==> src/rtl/aha_reset_req_pkg.sv <==
// Shared types and constants for the reset-request aggregator.
// Optional pending-request storage is enabled by defining AHA_RST_REQ_PENDING_EN.
package aha_reset_req_pkg;

   // Width of the reset-cause vector and the bit position of each source
   localparam int CAUSE_W      = 4;
   localparam int CAUSE_CPU    = 0;
   localparam int CAUSE_WDOG   = 1;
   localparam int CAUSE_LOCKUP = 2;
   localparam int CAUSE_SW     = 3;

   typedef logic [CAUSE_W-1:0] cause_t;

   typedef enum logic [1:0] {
      IDLE    = 2'd0,
      ASSERT  = 2'd1,
      HOLDOFF = 2'd2
   } state_t;

   // 8-bit increment that sticks at all-ones
   function automatic logic [7:0] sat_inc8(input logic [7:0] v);
      return (v == 8'hFF) ? v : v + 8'd1;
   endfunction

endpackage

==> src/rtl/aha_reset_req_lockup_filter.sv <==
// LOCKUP persistence filter: only a LOCKUP held for LOCKUP_DELAY consecutive
// cycles produces a reset trigger. The count is cleared whenever LOCKUP drops
// and whenever the parent starts a new pulse, so one lockup episode cannot
// retrigger straight after its own pulse.
module aha_reset_req_lockup_filter
   import aha_reset_req_pkg::*;
#(
   parameter int LOCKUP_DELAY = 1024
) (
   input  logic MASTER_CLK,
   input  logic MASTER_RESET,
   input  logic lockup,
   input  logic lockup_reset_en,
   input  logic cnt_clr,
   output logic lock_trig
);

   localparam logic [15:0] DELAY16 = 16'(LOCKUP_DELAY);
   localparam logic [16:0] DELAY17 = 17'(LOCKUP_DELAY);

   logic [15:0] cnt_reg;
   logic [15:0] cnt_next;
   logic [16:0] cnt_plus1;

   // Next count: clear on LOCKUP low or pulse start, else saturating increment
   always_comb begin
      cnt_next  = cnt_reg;
      cnt_plus1 = {1'b0, cnt_reg} + 17'd1;
      if (cnt_clr || !lockup) begin
         cnt_next = '0;
      end else if (cnt_reg < DELAY16) begin
         cnt_next = cnt_reg + 16'd1;
      end
   end

   // Persistence counter register
   always_ff @(posedge MASTER_CLK) begin
      if (MASTER_RESET) begin
         cnt_reg <= '0;
      end else begin
         cnt_reg <= cnt_next;
      end
   end

   // The current cycle counts, so the trigger fires on the DELAY-th high cycle
   assign lock_trig = lockup_reset_en & lockup & (cnt_plus1 >= DELAY17);

endmodule

==> src/rtl/aha_reset_req_ctrl.sv <==
// Reset-request aggregator in front of the platform controller SYSRESETREQ.
// Merges CPU, watchdog, persistent-lockup and software requests, stretches
// each accepted request to PULSE_CYCLES, then holds off HOLDOFF_CYCLES.
// Define AHA_RST_REQ_PENDING_EN to remember requests that arrive while busy
// and replay them directly after the hold-off window.
module aha_reset_req_ctrl
   import aha_reset_req_pkg::*;
#(
   parameter int PULSE_CYCLES   = 16,
   parameter int HOLDOFF_CYCLES = 32,
   parameter int LOCKUP_DELAY   = 1024
) (
   input  logic         MASTER_CLK,
   input  logic         MASTER_RESET,
   input  logic         SYSRESETREQ_IN,
   input  logic         WDOG_RESET_REQ,
   input  logic         LOCKUP,
   input  logic         LOCKUP_RESET_EN,
   input  logic         SW_RESET_REQ,
   input  logic         CAUSE_CLR,
   output logic         SYSRESETREQ_OUT,
   output logic [3:0]   RESET_CAUSE,
   output logic [7:0]   RESET_COUNT,
   output logic         BUSY
);

   localparam logic [7:0] PULSE_LOAD   = 8'(PULSE_CYCLES - 1);
   localparam logic [7:0] HOLDOFF_LOAD = 8'(HOLDOFF_CYCLES - 1);

   state_t      state_reg;
   state_t      state_next;
   logic [7:0]  cnt_reg;
   logic [7:0]  cnt_next;
   logic        out_reg;
   logic        out_next;
   logic        busy_reg;
   logic        busy_next;
   cause_t      cause_reg;
   cause_t      cause_next;
   logic [7:0]  count_reg;
   logic [7:0]  count_next;

   logic        lock_trig;
   cause_t      src_vec;
   logic        trig;
   cause_t      capture_vec;
   logic        enter_assert;

   aha_reset_req_lockup_filter #(
      .LOCKUP_DELAY (LOCKUP_DELAY)
   ) u_lockup_filter (
      .MASTER_CLK      (MASTER_CLK),
      .MASTER_RESET    (MASTER_RESET),
      .lockup          (LOCKUP),
      .lockup_reset_en (LOCKUP_RESET_EN),
      .cnt_clr         (enter_assert),
      .lock_trig       (lock_trig)
   );

   // Per-source request vector for this cycle, laid out as the cause bits
   always_comb begin
      src_vec               = '0;
      src_vec[CAUSE_CPU]    = SYSRESETREQ_IN;
      src_vec[CAUSE_WDOG]   = WDOG_RESET_REQ;
      src_vec[CAUSE_LOCKUP] = lock_trig;
      src_vec[CAUSE_SW]     = SW_RESET_REQ;
   end

   assign trig = |src_vec;

`ifdef AHA_RST_REQ_PENDING_EN
   logic   pend_flag_reg;
   logic   pend_flag_next;
   cause_t pend_vec_reg;
   cause_t pend_vec_next;

   // Collect requests seen while busy; consumed when the replay pulse starts
   always_comb begin
      pend_flag_next = pend_flag_reg;
      pend_vec_next  = pend_vec_reg;
      if (enter_assert) begin
         pend_flag_next = 1'b0;
         pend_vec_next  = '0;
      end else if ((state_reg != IDLE) && trig) begin
         pend_flag_next = 1'b1;
         pend_vec_next  = pend_vec_reg | src_vec;
      end
   end

   // Pending storage registers
   always_ff @(posedge MASTER_CLK) begin
      if (MASTER_RESET) begin
         pend_flag_reg <= 1'b0;
         pend_vec_reg  <= '0;
      end else begin
         pend_flag_reg <= pend_flag_next;
         pend_vec_reg  <= pend_vec_next;
      end
   end
`endif

   // FSM next state, window counter and cause/count capture on pulse start
   always_comb begin
      state_next   = state_reg;
      cnt_next     = cnt_reg;
      capture_vec  = '0;
      enter_assert = 1'b0;
      case (state_reg)
         IDLE: begin
            if (trig) begin
               state_next   = ASSERT;
               cnt_next     = PULSE_LOAD;
               capture_vec  = src_vec;
               enter_assert = 1'b1;
            end
         end
         ASSERT: begin
            if (cnt_reg == 8'd0) begin
               state_next = HOLDOFF;
               cnt_next   = HOLDOFF_LOAD;
            end else begin
               cnt_next = cnt_reg - 8'd1;
            end
         end
         HOLDOFF: begin
            if (cnt_reg == 8'd0) begin
`ifdef AHA_RST_REQ_PENDING_EN
               // A request collected during the window (or arriving now)
               // restarts the pulse immediately, without an IDLE cycle
               if (pend_flag_reg || trig) begin
                  state_next   = ASSERT;
                  cnt_next     = PULSE_LOAD;
                  capture_vec  = pend_vec_reg | src_vec;
                  enter_assert = 1'b1;
               end else begin
                  state_next = IDLE;
               end
`else
               state_next = IDLE;
`endif
            end else begin
               cnt_next = cnt_reg - 8'd1;
            end
         end
         default: begin
            state_next = IDLE;
            cnt_next   = '0;
         end
      endcase
   end

   // Registered outputs derived from where the FSM will be next cycle
   always_comb begin
      out_next   = (state_next == ASSERT);
      busy_next  = (state_next != IDLE);
      // A clear in the same cycle as a capture leaves only the new causes
      cause_next = (CAUSE_CLR ? cause_t'(0) : cause_reg) | capture_vec;
      count_next = enter_assert ? sat_inc8(count_reg) : count_reg;
   end

   // State and output registers
   always_ff @(posedge MASTER_CLK) begin
      if (MASTER_RESET) begin
         state_reg <= IDLE;
         cnt_reg   <= '0;
         out_reg   <= 1'b0;
         busy_reg  <= 1'b0;
         cause_reg <= '0;
         count_reg <= '0;
      end else begin
         state_reg <= state_next;
         cnt_reg   <= cnt_next;
         out_reg   <= out_next;
         busy_reg  <= busy_next;
         cause_reg <= cause_next;
         count_reg <= count_next;
      end
   end

   assign SYSRESETREQ_OUT = out_reg;
   assign BUSY            = busy_reg;
   assign RESET_CAUSE     = cause_reg;
   assign RESET_COUNT     = count_reg;

endmodule

==> config.mk <==
export PLATFORM = sky130hd
export DESIGN_NAME = aha_reset_req_ctrl
export DESIGN_NICKNAME = d
export VERILOG_FILES = /design/src/rtl/aha_reset_req_pkg.sv /design/src/rtl/aha_reset_req_lockup_filter.sv /design/src/rtl/aha_reset_req_ctrl.sv
export SDC_FILE = /design/constraint.sdc
export NUM_CORES = 1
export LEC_CHECK = 0
export CAP_MARGIN = 10
export CORE_UTILIZATION = 50
export CTS_BUF_LIST = sky130_fd_sc_hd__clkbuf_2 sky130_fd_sc_hd__clkbuf_4 sky130_fd_sc_hd__clkbuf_8
export CTS_CLUSTER_DIAMETER = 30
export CTS_CLUSTER_SIZE = 30
export DETAILED_ROUTE_END_ITERATION = 16
export PLACE_DENSITY = 0.79
export REMOVE_ABC_BUFFERS = 1
export SYNTH_ARGS = -nofsm -noshare
export SYNTH_HDL_FRONTEND = slang
export SYNTH_SLANG_ARGS = --single-unit
export TNS_END_PERCENT = 10
==> constraint.sdc <==
create_clock -name MASTER_CLK -period 6.6 [get_ports MASTER_CLK]
set_clock_uncertainty 0.05 [all_clocks]
set_input_delay 1.32 -clock MASTER_CLK [delete_from_list [all_inputs] [get_ports MASTER_CLK]]
set_output_delay 1.32 -clock MASTER_CLK [all_outputs]
set_load 0.05 [all_outputs]
==> impl_metrics.env <==
export IMPL_status="complete, no violations"
export IMPL_dpl_instance_area_um2=2360
export IMPL_achievable_frequency_mhz=260
export IMPL_antenna_cells=0
export IMPL_placedCellCount=323
export IMPL_finish_cell_count_without_fillers=331
export IMPL_irDropWorstVdd_uv=154
export IMPL_final_design_area_no_fill_um2=2450
export IMPL_cts_inserted_buffers=5
export IMPL_grt_max_degree=27
export IMPL_mostFrequentLayoutCells="40 x dfxtp_1, 37 x nor2_1, 22 x nand2_1"
export IMPL_drv_cap=0
export IMPL_first_global_vias=1748
export IMPL_critical_path_required_ns=6.73
export IMPL_globalRouteTotalUtil=0.220
export IMPL_start_kind="input port"
export IMPL_io_buffers=21
export IMPL_final_net_count=292
export IMPL_detailedPlacementHpwl_um=3100
export IMPL_clkSinkCount=40
export IMPL_layout_overhead_on_the_synthesized_area_pct=14.4
export IMPL_grt_setup_unrepaired="no"
export IMPL_global_route_overflow_total=0
export IMPL_tritoncts_clock_tree="done"
export IMPL_synth_async_reset_ratio=0
export IMPL_worst_pin_slew_ns=1.12
export IMPL_slew_viol_final=0
export IMPL_dr_first_iter_drc_count=108
export IMPL_synth_edff_count=0
export IMPL_fp_dieArea_um2=4550
export IMPL_final_setup_tns_ns=0
export IMPL_largest_reg_flops=16
export IMPL_placementRows=23
export IMPL_yosysUniqueCellTypes=51
export IMPL_fin_crit_ns=3.85
export IMPL_gp_congestion=0.863
export IMPL_clock_insertion_delay_worst_skew_ns=0.29
export IMPL_detailedRoute_firstPassIterationCount=4
export IMPL_remaining_drc_errors=0
export IMPL_yosys_area_top_type="dfxtp_1"
export IMPL_drtAntennaViolNets=0
export IMPL_fillerInstances=360
export IMPL_post_synth_instance_area_um2=2140
export IMPL_path_class="in -> reg"
export IMPL_cts_buffer_depth=2
export IMPL_hold_viol=0
export IMPL_grt_antenna_before_repair=0
export IMPL_synth_area_leaders="dfxtp_1 37%, nor2_1 6.5%, a21oi_1 4.0%, nand2_1 3.9%, nand3_1 2.6%"
export IMPL_report_final_setup_viol=0
export IMPL_critical_path_max_fanout=15
export IMPL_routed_wire_length_per_instance_um=13.6
export IMPL_vias=1910
export IMPL_floorplan_die_height_um=67.5
export IMPL_initial_core_util=0.528
export IMPL_cellPowerDensity_nw_per_um2=232
export IMPL_clk_pin_slew_worst_paths_ns=0.08
export IMPL_worstHoldPathType="reg -> reg"
export IMPL_post_cts_hold_buffer_count=0
export IMPL_final_util=0.604
export IMPL_route_detailed_vias_per_inst=5.77
export IMPL_synth_cells=266
export IMPL_layout_drive_gt1_share=0.0676
export IMPL_post_cts_resized=0
export IMPL_maxSlewHeadroom=0.253
export IMPL_period_share=0.583
export IMPL_postCtsSetupRepairBufs=0
export IMPL_totalWireLength_um=4510
export IMPL_ctsHtreeMaxLevel=2
export IMPL_arrival_ns=3.98
export IMPL_grt_first_pass_wirelength_um=7660
export IMPL_seq_total_area_yosys=0.374
export IMPL_clock_tree_root_cell="clkbuf_8"
export IMPL_top_level_ports=22
export IMPL_layout_cells_most_common="dfxtp_1"
export IMPL_core_region_area_um2=4060
export IMPL_synthDominantCellAreaShare=0.374
export IMPL_power_leakage_nw=0.884
export IMPL_flip_flop_cell_with_the_highest_count_after_synthesis="dfxtp_1"
export IMPL_ys_ff_latch=40
export IMPL_cp_end_kind="flop"
export IMPL_count_of_synthesis_stage_warnings_from_yosys=0
export IMPL_postSynthAreaPerCell_um2=8.06
export IMPL_die_width_um=67.5
[through the flow]
step                      total power, mW  hold WS (ns)  setup WS, ns
after floorplan                     0.366         0.394          3.31
after global placement              0.401         0.411          2.56
after detailed placement            0.404         0.411          2.46
after CTS                           0.571         0.438          2.74
after global routing                0.597         0.475          2.43
final                               0.568         0.439          2.75
[layout make-up]
class | count | area [um^2] | share of cell area
Multi-Input combinational cell | 202 | 1250 | 0.509
Sequential cell | 40 | 801 | 0.327
Timing Repair Buffer | 21 | 210 | 0.0857
Clock buffer | 6 | 82.6 | 0.0337
Tap cell | 50 | 62.6 | 0.0255
Inverter | 10 | 37.5 | 0.0153
Clock inverter | 2 | 10.0 | 0.00408
[power breakdown]
part           total [mW]  leakage [nW]  internal, mW  switching, mW
clock               0.168        0.0510        0.0834         0.0843
combinational       0.125         0.507        0.0480         0.0774
sequential          0.275         0.326         0.256         0.0181
total               0.568         0.884         0.388          0.180
[metal layers]
metal  vias to the layer above  routed length [um]  global-route usage  part of all wire
met5                         -                   0                   0                 0
met4                         0                 102               0.112             0.023
met3                        10                 226              0.0355             0.050
met2                        49                2020               0.340              0.45
met1                       865                2160               0.293              0.48
li1                        986                   -                   -                 -
[worst max-delay path, cell delays in order]
cell	delay [ns]
clkdlybuf4s50_1	0.42
or3_1	0.50
nor3b_1	0.22
nor4b_2	0.92
o31ai_2	0.27
mux2_2	0.33
[cell usage after synthesis, types with 2 or more instances]
master / count
mux2_2: 3
or3_1: 6
o31ai_1: 7
a21oi_1: 17
a21o_1: 4
nor2b_1: 7
clkbuf_1: 10
nor2_1: 37
mux2i_1: 2
a2111oi_0: 2
o21a_1: 4
dfxtp_1: 40
o21ai_0: 8
a221oi_1: 2
and2_1: 3
ha_1: 4
buf_2: 3
nand3_1: 11
nand4_1: 5
a31oi_1: 3
xnor2_1: 5
nor3b_1: 3
nand2_1: 22
and3_1: 5
or4_1: 5
inv_1: 10
nor3_1: 9
xor2_1: 6
[kinds of logic (layout without fill, tap and decap cells)]
| logic type | after synthesis | count (layout) | share of synthesized area |
|---|---|---|---|
| compound gates | 59 | 59 | 0.188 |
| simple gates | 123 | 123 | 0.301 |
| flops | 40 | 40 | 0.374 |
| buf+inv | 24 | 39 | 0.0438 |
| xor+xnor | 11 | 11 | 0.0449 |
| mux | 5 | 5 | 0.0251 |
| fa+ha+maj | 4 | 4 | 0.0234 |
[path summary, 6_finish.rpt]
| kind | from | to | slack (ns) | cells past startpoint |
|---|---|---|---|---|
| min | u_lockup_filter.cnt_reg[13] | u_lockup_filter.cnt_reg[13] | 0.44 | 2 |
| max | SYSRESETREQ_IN | cnt_reg[1] | 2.75 | 6 |
| max reg2reg | u_lockup_filter.cnt_reg[2] | cnt_reg[1] | 3.48 | 6 |
| min reg2reg | u_lockup_filter.cnt_reg[13] | u_lockup_filter.cnt_reg[13] | 0.44 | 2 |
No activity file was read; power rests on OpenSTA's default activity.
